`config.mk`:
```
export PLATFORM = sky130hd
export DESIGN_NAME = wb_pico_master_bridge_flat
export DESIGN_NICKNAME = d
export VERILOG_FILES = /design/src/rtl/wb_pico_master_bridge_pkg.sv /design/src/rtl/wb_pico_master_bridge_if.sv /design/src/rtl/wb_pico_master_bridge_tmo.sv /design/src/rtl/wb_pico_master_bridge.sv /design/src/flat_wrapper.sv
export SDC_FILE = /design/constraint.sdc
export NUM_CORES = 1
export LEC_CHECK = 0
export BUFFER_PORTS_ARGS = -buffer_cell sky130_fd_sc_hd__buf_2
export CAP_MARGIN = 20
export CELL_PAD_IN_SITES_DETAIL_PLACEMENT = 1
export CELL_PAD_IN_SITES_GLOBAL_PLACEMENT = 1
export CORE_UTILIZATION = 30
export DETAILED_ROUTE_END_ITERATION = 10
export GPL_TIMING_DRIVEN = 0
export PLACE_DENSITY_LB_ADDON = 0.12
export SLEW_MARGIN = 20
export SYNTH_ARGS = -nofsm -noshare
export SYNTH_HDL_FRONTEND = slang
export SYNTH_SLANG_ARGS = --single-unit
```
`constraint.sdc`:
```
create_clock -name i_clk -period 4.9 [get_ports i_clk]
set_input_delay 0.49 -clock i_clk [delete_from_list [all_inputs] [get_ports i_clk]]
set_output_delay 0.49 -clock i_clk [all_outputs]
set_load 0.05 [all_outputs]
```
`src/rtl/wb_pico_master_bridge_pkg.sv`:
```
// ---------------------------------------------------------------------------
// wb_pico_master_bridge_pkg
//   Shared definitions for the picorv32 -> Wishbone pipelined initiator:
//   the bridge FSM state encoding, the all-bytes select constant and a
//   small helper that turns CPU write strobes into Wishbone byte selects.
//   No ports (package).
// ---------------------------------------------------------------------------
package wb_pico_master_bridge_pkg;

    // Bridge FSM: IDLE waits for a CPU request, REQ drives the strobe,
    // WAIT holds cyc for the response, DONE pulses ready to the CPU.
    typedef enum logic [1:0] {
        ST_IDLE = 2'd0,
        ST_REQ  = 2'd1,
        ST_WAIT = 2'd2,
        ST_DONE = 2'd3
    } state_t;

    localparam logic [3:0] WB_SEL_ALL = 4'hF;

    // A zero strobe is a picorv32 read, which always fetches the whole word.
    function automatic logic [3:0] sel_from_wstrb(input logic [3:0] wstrb);
        return (wstrb != 4'h0) ? wstrb : WB_SEL_ALL;
    endfunction

endpackage

```
`src/rtl/wb_pico_master_bridge_if.sv`:
```
// ---------------------------------------------------------------------------
// wb_pico_master_bridge_if
//   Wishbone classic-pipelined bus bundle between the bridge (master) and
//   the slave interconnect (slave).
//   Master drives: cyc, stb, we, addr, dat_w, sel
//   Slave drives : stall, ack, err, dat_r
// ---------------------------------------------------------------------------
interface wb_pico_master_bridge_if;

    logic        cyc;
    logic        stb;
    logic        we;
    logic [31:0] addr;
    logic [31:0] dat_w;
    logic [3:0]  sel;
    logic        stall;
    logic        ack;
    logic        err;
    logic [31:0] dat_r;

    modport master (
        output cyc, stb, we, addr, dat_w, sel,
        input  stall, ack, err, dat_r
    );

    modport slave (
        input  cyc, stb, we, addr, dat_w, sel,
        output stall, ack, err, dat_r
    );

endinterface

```
`src/rtl/wb_pico_master_bridge_tmo.sv`:
```
// ---------------------------------------------------------------------------
// wb_timeout_counter
//   Saturating cycle counter used by the bridge to abort a bus cycle that
//   never gets an ack or err.
//   i_clk     : clock, rising edge
//   i_reset   : asynchronous active-high reset
//   i_clr     : synchronous clear back to zero (wins over i_en)
//   i_en      : count this cycle
//   o_expired : count has reached MAX-1, i.e. this is the MAX-th counted cycle
// ---------------------------------------------------------------------------
module wb_timeout_counter #(
    parameter int unsigned MAX = 64
) (
    input  logic i_clk,
    input  logic i_reset,
    input  logic i_clr,
    input  logic i_en,
    output logic o_expired
);

    localparam int unsigned W = $clog2(MAX + 1);
    localparam logic [W-1:0] LAST = W'(MAX - 1);
    localparam logic [W-1:0] SAT  = W'(MAX);

    logic [W-1:0] count_q;
    logic [W-1:0] count_d;

    // Next count: clear has priority, otherwise count up and stick at MAX
    // so a stuck enable can never wrap back into a fresh window.
    always_comb begin
        count_d = count_q;
        if (i_clr) begin
            count_d = '0;
        end else if (i_en && (count_q != SAT)) begin
            count_d = count_q + W'(1);
        end
    end

    // Count register.
    always_ff @(posedge i_clk or posedge i_reset) begin
        if (i_reset) begin
            count_q <= '0;
        end else begin
            count_q <= count_d;
        end
    end

    assign o_expired = (count_q == LAST);

endmodule

```
`src/rtl/wb_pico_master_bridge.sv`:
```
// ---------------------------------------------------------------------------
// wb_pico_master_bridge
//   Wishbone initiator between the picorv32 native memory port and a
//   classic-pipelined Wishbone slave. Each CPU request becomes exactly one
//   Wishbone cycle; the request completes on ack, err or timeout, and the
//   first faulting address is recorded in sticky error flags.
//   i_clk, i_reset            : clock / asynchronous active-high reset
//   i_mem_valid/instr/addr/
//   i_mem_wdata/wstrb         : picorv32 request
//   o_mem_ready/o_mem_rdata   : one-cycle completion pulse and read data
//   wb (master modport)       : Wishbone bus
//   i_err_clr                 : clears the sticky error flags
//   o_bus_err/_tmo/_instr/_addr : sticky error status and first fault info
// ---------------------------------------------------------------------------
module wb_pico_master_bridge
    import wb_pico_master_bridge_pkg::*;
#(
    parameter int unsigned TIMEOUT_CYCLES = 64,
    parameter logic [31:0] ERR_RDATA      = 32'hDEAD_BEEF
) (
    input  logic                     i_clk,
    input  logic                     i_reset,
    input  logic                     i_mem_valid,
    input  logic                     i_mem_instr,
    input  logic [31:0]              i_mem_addr,
    input  logic [31:0]              i_mem_wdata,
    input  logic [3:0]               i_mem_wstrb,
    output logic                     o_mem_ready,
    output logic [31:0]              o_mem_rdata,
    wb_pico_master_bridge_if.master  wb,
    input  logic                     i_err_clr,
    output logic                     o_bus_err,
    output logic                     o_bus_err_tmo,
    output logic                     o_bus_err_instr,
    output logic [31:0]              o_bus_err_addr
);

    state_t      state_q, state_d;
    logic [31:0] addr_q, addr_d;
    logic [31:0] wdata_q, wdata_d;
    logic [3:0]  sel_q, sel_d;
    logic        we_q, we_d;
    logic        instr_q, instr_d;
    logic        cyc_q, cyc_d;
    logic        stb_q, stb_d;
    logic        ready_q, ready_d;
    logic [31:0] rdata_q, rdata_d;
    logic        busErr_q, busErr_d;
    logic        busErrTmo_q, busErrTmo_d;
    logic        errInstr_q, errInstr_d;
    logic [31:0] errAddr_q, errAddr_d;

    logic        tmoClr;
    logic        tmoExpired;
    logic        doneAck;
    logic        doneErr;
    logic        doneTmo;

    // The timeout window opens on IDLE->REQ and counts every cycle cyc is up.
    wb_timeout_counter #(
        .MAX (TIMEOUT_CYCLES)
    ) u_tmo (
        .i_clk     (i_clk),
        .i_reset   (i_reset),
        .i_clr     (tmoClr),
        .i_en      (cyc_q),
        .o_expired (tmoExpired)
    );

    // Next-state and next-output logic. Every output is a register, so the
    // values computed here appear on the pins one cycle later. Completion
    // priority is err, then ack, then timeout; the error flags are handled
    // after the FSM so clear and a fresh error in one cycle keep the error.
    always_comb begin
        state_d     = state_q;
        addr_d      = addr_q;
        wdata_d     = wdata_q;
        sel_d       = sel_q;
        we_d        = we_q;
        instr_d     = instr_q;
        cyc_d       = cyc_q;
        stb_d       = stb_q;
        ready_d     = 1'b0;
        rdata_d     = rdata_q;
        busErr_d    = busErr_q;
        busErrTmo_d = busErrTmo_q;
        errInstr_d  = errInstr_q;
        errAddr_d   = errAddr_q;
        tmoClr      = 1'b0;
        doneAck     = 1'b0;
        doneErr     = 1'b0;
        doneTmo     = 1'b0;

        case (state_q)
            ST_IDLE: begin
                if (i_mem_valid) begin
                    addr_d  = i_mem_addr;
                    wdata_d = i_mem_wdata;
                    sel_d   = sel_from_wstrb(i_mem_wstrb);
                    we_d    = (i_mem_wstrb != 4'h0);
                    instr_d = i_mem_instr;
                    cyc_d   = 1'b1;
                    stb_d   = 1'b1;
                    tmoClr  = 1'b1;
                    state_d = ST_REQ;
                end
            end
            ST_REQ, ST_WAIT: begin
                if (wb.err) begin
                    doneErr = 1'b1;
                end else if (wb.ack) begin
                    doneAck = 1'b1;
                end else if (tmoExpired) begin
                    doneTmo = 1'b1;
                end

                if (doneErr || doneAck || doneTmo) begin
                    cyc_d   = 1'b0;
                    stb_d   = 1'b0;
                    ready_d = 1'b1;
                    state_d = ST_DONE;
                end else if ((state_q == ST_REQ) && !wb.stall) begin
                    stb_d   = 1'b0;
                    state_d = ST_WAIT;
                end
            end
            ST_DONE: begin
                state_d = ST_IDLE;
            end
            default: begin
                state_d = ST_IDLE;
            end
        endcase

        if (doneErr || doneTmo) begin
            rdata_d = ERR_RDATA;
        end else if (doneAck) begin
            rdata_d = we_q ? 32'h0 : wb.dat_r;
        end

        if (i_err_clr) begin
            busErr_d    = 1'b0;
            busErrTmo_d = 1'b0;
        end
        if (doneErr || doneTmo) begin
            if (!busErr_q || i_err_clr) begin
                errAddr_d  = addr_q;
                errInstr_d = instr_q;
            end
            busErr_d = 1'b1;
            if (doneTmo) begin
                busErrTmo_d = 1'b1;
            end
        end
    end

    // State and output registers; reset drops cyc/stb immediately.
    always_ff @(posedge i_clk or posedge i_reset) begin
        if (i_reset) begin
            state_q     <= ST_IDLE;
            addr_q      <= '0;
            wdata_q     <= '0;
            sel_q       <= '0;
            we_q        <= 1'b0;
            instr_q     <= 1'b0;
            cyc_q       <= 1'b0;
            stb_q       <= 1'b0;
            ready_q     <= 1'b0;
            rdata_q     <= '0;
            busErr_q    <= 1'b0;
            busErrTmo_q <= 1'b0;
            errInstr_q  <= 1'b0;
            errAddr_q   <= '0;
        end else begin
            state_q     <= state_d;
            addr_q      <= addr_d;
            wdata_q     <= wdata_d;
            sel_q       <= sel_d;
            we_q        <= we_d;
            instr_q     <= instr_d;
            cyc_q       <= cyc_d;
            stb_q       <= stb_d;
            ready_q     <= ready_d;
            rdata_q     <= rdata_d;
            busErr_q    <= busErr_d;
            busErrTmo_q <= busErrTmo_d;
            errInstr_q  <= errInstr_d;
            errAddr_q   <= errAddr_d;
        end
    end

    assign wb.cyc          = cyc_q;
    assign wb.stb          = stb_q;
    assign wb.we           = we_q;
    assign wb.addr         = addr_q;
    assign wb.dat_w        = wdata_q;
    assign wb.sel          = sel_q;
    assign o_mem_ready     = ready_q;
    assign o_mem_rdata     = rdata_q;
    assign o_bus_err       = busErr_q;
    assign o_bus_err_tmo   = busErrTmo_q;
    assign o_bus_err_instr = errInstr_q;
    assign o_bus_err_addr  = errAddr_q;

endmodule

```
`src/flat_wrapper.sv`:
```
// flat-port wrapper written by rule: the top's interface ports become plain ports
module wb_pico_master_bridge_flat import wb_pico_master_bridge_pkg::*;
#(
    parameter int unsigned TIMEOUT_CYCLES = 64,
    parameter logic [31:0] ERR_RDATA      = 32'hDEAD_BEEF
)
  (i_clk, i_reset, i_mem_valid, i_mem_instr, i_mem_addr, i_mem_wdata, i_mem_wstrb, o_mem_ready, o_mem_rdata, i_err_clr, o_bus_err, o_bus_err_tmo, o_bus_err_instr, o_bus_err_addr, wb_cyc, wb_stb, wb_we, wb_addr, wb_dat_w, wb_sel, wb_stall, wb_ack, wb_err, wb_dat_r);
  wb_pico_master_bridge_if wb_i ();
  input  logic i_clk;
  input  logic i_reset;
  input  logic i_mem_valid;
  input  logic i_mem_instr;
  input  logic [31:0] i_mem_addr;
  input  logic [31:0] i_mem_wdata;
  input  logic [3:0] i_mem_wstrb;
  output logic o_mem_ready;
  output logic [31:0] o_mem_rdata;
  input  logic i_err_clr;
  output logic o_bus_err;
  output logic o_bus_err_tmo;
  output logic o_bus_err_instr;
  output logic [31:0] o_bus_err_addr;
  output wire logic [$bits(wb_i.cyc)-1:0] wb_cyc;
  output wire logic [$bits(wb_i.stb)-1:0] wb_stb;
  output wire logic [$bits(wb_i.we)-1:0] wb_we;
  output wire logic [$bits(wb_i.addr)-1:0] wb_addr;
  output wire logic [$bits(wb_i.dat_w)-1:0] wb_dat_w;
  output wire logic [$bits(wb_i.sel)-1:0] wb_sel;
  input wire logic [$bits(wb_i.stall)-1:0] wb_stall;
  input wire logic [$bits(wb_i.ack)-1:0] wb_ack;
  input wire logic [$bits(wb_i.err)-1:0] wb_err;
  input wire logic [$bits(wb_i.dat_r)-1:0] wb_dat_r;
  assign wb_cyc = wb_i.cyc;
  assign wb_stb = wb_i.stb;
  assign wb_we = wb_i.we;
  assign wb_addr = wb_i.addr;
  assign wb_dat_w = wb_i.dat_w;
  assign wb_sel = wb_i.sel;
  assign wb_i.stall = wb_stall;
  assign wb_i.ack = wb_ack;
  assign wb_i.err = wb_err;
  assign wb_i.dat_r = wb_dat_r;
  wb_pico_master_bridge #(.TIMEOUT_CYCLES(TIMEOUT_CYCLES), .ERR_RDATA(ERR_RDATA)) u_core (.i_clk(i_clk), .i_reset(i_reset), .i_mem_valid(i_mem_valid), .i_mem_instr(i_mem_instr), .i_mem_addr(i_mem_addr), .i_mem_wdata(i_mem_wdata), .i_mem_wstrb(i_mem_wstrb), .o_mem_ready(o_mem_ready), .o_mem_rdata(o_mem_rdata), .wb(wb_i), .i_err_clr(i_err_clr), .o_bus_err(o_bus_err), .o_bus_err_tmo(o_bus_err_tmo), .o_bus_err_instr(o_bus_err_instr), .o_bus_err_addr(o_bus_err_addr));
endmodule
```
# After elaboration in Yosys (flattened, before gate mapping)
# Cells that the tools add are included.
# classes
add_sub_neg,1
mul,0
div_mod_pow,0
order_cmp,0
eq_ne,8
shift,0
n_mux,37
bitwise,0
reduce_logical,20
# ops
cell,n
32-bit two-way mux,3
1-bit two-way mux,25
7-bit two-way mux,2
2-bit nonzero test,4
"7-bit by 1-bit adder with 7-bit output, second input constant",1
"7-bit by 6-bit equality test with 1-bit output, second input constant",1
"7-bit inequality test, second input constant",1
2-bit two-way mux,3
2-bit one-hot mux with 3 select lines,1
2-bit AND reduction,3
3-bit AND reduction,2
"2-bit equality test, second input constant",2
1-bit logical OR,4
4-bit two-way mux,1
1-bit one-hot mux with 2 select lines,2
4-bit nonzero test,1
"3-bit by 1-bit inequality test with 1-bit output, second input constant",1
"2-bit by 1-bit equality test with 1-bit output, second input constant",1
1-bit logical AND,2
1-bit logical NOT,2
2-bit logical NOT,1
"2-bit by 1-bit inequality test with 1-bit output, second input constant",1
"2-bit inequality test, second input constant",1
2-bit OR reduction,1
# word_totals
ff_bits,149
latchBits,0
ramBits,0
rom_bits,0
wordCells,81
memories,0

# Depth between registers and ports, before layout
# logic_depth
word_depth,8
mapped_depth,8
depth_no_buf,6

# Modules after synthesis
# From an unflattened synthesis, not the netlist that was laid out.
# hier_totals
hier_cells,414
hier_area_um2,5969.5
# modules_own_cells
module,instances,cells_each,area_each_um2
wb_pico_master_bridge,1,368,5530.3
wb_timeout_counter,1,46,439.2

# Least setup slack after synthesis
# Ideal clock, no wire load.
# synth_timing
kind,reg2reg
start,register u_core.state_q[0]
end,register u_core.state_q[0]
setup_time_ps,125
arrival_time_ps,1841
slack_ps,2934
stages_incl_launch_ff,9
path_cell_list,dfrtp_1 > inv_1 > ha_1 > clkbuf_1 > and4b_1 > a21oi_1 > buf_2 > o21ai_0 > mux2_2
# synth_between
elab_chain_cells,4
elab_cells_between_ends,10
# synth_lines
element,line_no,source
start: declaration,wb_pico_master_bridge.sv:38,"state_t state_q, state_d;"
start signal: assignment,wb_pico_master_bridge.sv:175,state_q <= state_d;
2-bit equality test / 2-bit by 1-bit equality test with 1-bit output (equally long branches),"wb_pico_master_bridge.sv:94, wb_pico_master_bridge.sv:122",
2-bit OR reduction / 1-bit logical AND (equally long branches),"wb_pico_master_bridge.sv:94, wb_pico_master_bridge.sv:122",
3-bit by 1-bit inequality test with 1-bit output (no line),n/a,
2-bit AND reduction (no line),n/a,
# Several ways; a longest one is shown, not always the timed one.
# A chain may end at the register's enable or synchronous reset.

# Worst setup path after layout
# Ends and elaborated chain as after synthesis.

==> metrics.csv <==
stage,metric,value,unit
layout,fin_nets,929,
clock_network,clock_path_buffers,2,
min_path,hold_path.class,primary input to async pin,
routing,viasPerCell,4.49,
status,status,finished clean,
timing,hold_viol,0,
synth,synth_cells,548,
global_route,grt_first_pass_wirelength,27.8,mm
layout,antenna_cells,0,
timing,rsz0062_at_grt,false,
global_route,grt_max_degree,84,
clock_network,cts-resized-gates,0,
routing,top_layer_used,met5,
clock_network,clkLatencyLatePin,420,ps
clock_network,ctsHoldBuffers,0,
synth,synth_edf_count,0,
synth,ys_types,36,
timing,slew_headroom,51.7,%
job,cap_violations,0,
floorplanning,coreArea,19700,sq um
floorplanning,die_y,144,um
power_and_ir_drop,ir_worst_vdd,0.393,mV
synth,synth_fp_nets,663,
routing,ant_nets,0,
place,dpl_cell_area,7680,sq um
synth,ys_ff_latch,149,
setup_path,rr_endpoint,u_core.state_q[0],
clock_network,cts_tree,done,
floorplanning,io_pins,247,
synth,synthFlopType,dfrtp_1,
timing,min_period_over_period,46.4,%
clock_network,postCtsSetupRepairBufs,0,
routing,drc,0,
layout,nFillCells,2315,
global_route,grt_pass1_vias,5260,
setup_path,crit_end,u_core.state_q[0],
place,gp_congestion,0.746,
routing,dr.pass1.iters,4,
timing,fmax,440,MHz
setup_path,worstPathRequired,5190,ps
layout,drive_gt1_share,39.3,%
routing,drt-met1-wl,7.32,mm
synth,syn_area,6080,sq um
routing,wl_met2,8.60,mm
place,hpwlAfterDp,12.7,mm
layout,final_area,8270,sq um
setup_path,cp_max_fo,10,
timing,min_period,2270,ps
setup_path,r2r-start,u_core.state_q[0],
routing,num_vias,4902,
power_and_ir_drop,power.density,863,nW/um^2
timing,setup_viol,0,
setup_path,cp.arrival,2570,ps
clock_network,clkSinkCount,149,
timing,slew_viol_final,0,
setup_path,setup.worst_path.start,u_core.state_q[0],
floorplanning,rows,51,
setup_path,crit_type,flip-flop to flip-flop,
routing,drt_iter0_markers,124,
setup_path,rr_worst_depth,8,
setup_path,rrSetupSlack,2630,ps
global_route,grt_usage,17.4,%
routing,routed-wl-met3,1.18,mm
timing,tightest_slew,721,ps
clock_network,root_buffer,clkbuf_16,
power_and_ir_drop,p_leak,4.37,nW
timing,tns,0,ps
place,portBuffers,246,
global_route,overflow,0,
synth,synthArstFlopShare,100,%
timing,skew,13.6,ps
synth,ys_seq_area_share,61.3,%
setup_path,crit_path_end_kind,flip-flop,
floorplanning,die_area,20900,sq um
clock_network,cts_buffers,17,
floorplanning,die_x,144,um
routing,routed_wl,17.4,mm
clock_network,clk_pin_slew,70,ps
synth,ys_warn_count,0,
global_route,antenna_found_initial,2,
place,placed_cells,1060,
clock_network,ctsHtreeMaxLevel,4,
synth,avgSynthCellArea,11.1,sq um
layout,area_growth,35.9,%
floorplanning,initial_utilization,31.0,%
layout,layout.cells.non_filler,1091,
routing,routedWlPerCell,15.9,um
setup_path,critPathLaunchType,flip-flop,
==> placed cells by master, fill, tap and decap left out, types with 6 or more instances in the layout <==
cell type / count
mux2_2: 6
a22o_1: 9
ha_1: 7
o21ai_0: 9
mux2_4: 30
o22a_1: 24
clkbuf_1: 21
nand2_1: 207
nor2b_1: 24
dfrtp_1: 149
clkbuf_16: 17
buf_2: 248
nor2_1: 11
inv_1: 9
==> worst min-delay path by stage <==
stage / start / to / slack (ps) / cells past startpoint
after detailed placement: u_core.wb.dat_w[26] / u_core.wb.dat_w[26] / 460 / 2
after CTS: i_reset / u_core.o_bus_err_addr[19] / 180 / 2
after global placement: u_core.wb.dat_w[11] / u_core.wb.dat_w[11] / 450 / 2
after floorplan: u_core.instr_q / u_core.instr_q / 440 / 2
after global routing: i_reset / u_core.o_bus_err_addr[26] / 200 / 2
final: i_reset / u_core.o_bus_err_addr[19] / 160 / 2
==> routing by layer <==
layer,GRT usage [%],vias up
met4,5.54,4
li1,-,2325
met1,21.2,2404
met5,0,-
met2,28.9,147
met3,5.70,22
==> critical path, stage by stage (launching register included) <==
cell	delay, ps
dfrtp_1	410
inv_1	90
ha_1	290
clkbuf_1	230
and4b_1	280
a21oi_1	220
buf_2	270
o21ai_0	110
mux2_2	270
==> cell type report <==
cell class | count | area, sq um | share of cell area, %
flip-flops and latches | 149 | 3730 | 45.1
multi-input cells | 361 | 2150 | 26.0
repair buffers | 247 | 1260 | 15.2
clock buffers | 18 | 439 | 5.31
well taps | 265 | 332 | 4.01
plain buffers | 27 | 160 | 1.94
clock inverters | 13 | 149 | 1.80
inverters | 11 | 48.8 | 0.590
==> cell usage after synthesis, drive strengths merged (2+ instances only) <==
cell | instances | area share (%)
dfrtp | 149 | 61
or3 | 2 | 0.21
and3 | 2 | 0.21
nand3 | 2 | 0.25
clkbuf | 21 | 1.3
xor2 | 2 | 0.29
mux2i | 2 | 0.33
o22a | 24 | 3.5
inv | 11 | 0.68
nor4 | 2 | 0.21
a22o | 9 | 1.3
ha | 7 | 1.4
nor2b | 24 | 2.5
a21oi | 5 | 0.41
nor3 | 5 | 0.41
nand2 | 207 | 13
nor2 | 11 | 0.68
mux2 | 36 | 8.5
buf | 6 | 1.3
o21a | 2 | 0.25
o21ai | 9 | 0.74
==> report_power, final <==
group | internal [mW] | switching [mW]
Combinational | 1.04 | 2.69
Clock | 0.769 | 0.545
Sequential | 1.76 | 0.333
==> sequential cells by signal (all words and copies together) (netlist names), 2 cells and up <==
signal	count
u_core.o_bus_err_addr	32
u_core.o_mem_rdata	32
u_core.state_q	2
u_core.u_tmo.count_q	7
u_core.wb.addr	32
u_core.wb.dat_w	32
u_core.wb.sel	4
==> kinds of logic (layout without fill, tap and decap cells) <==
kind of cell	count (synthesis)	count (layout)	share of synthesized area, %
simple gates	258	258	17.6
xor+xnor	3	3	0.432
buf+inv	38	316	3.31
mux	38	38	8.84
flops	149	149	61.3
compound gates	55	55	7.10
fa+ha+maj	7	7	1.44
==> through the flow <==
| step | power, mW | hold WS (ps) | util [%] | setup slack, ps |
|---|---|---|---|---|
| finish | 7.14 | 163 | 42.1 | 2630 |
| global route | 7.57 | 195 | 42.1 | 2340 |
| CTS | 7.25 | 178 | 42.1 | 2570 |
| detailed placement | 5.89 | 462 | 39.1 | 2610 |
| global placement | 5.79 | 454 | 38.9 | -1360 |
| floorplan | 4.94 | 440 | - | 402 |
Power figures use the tool's default switching activity.
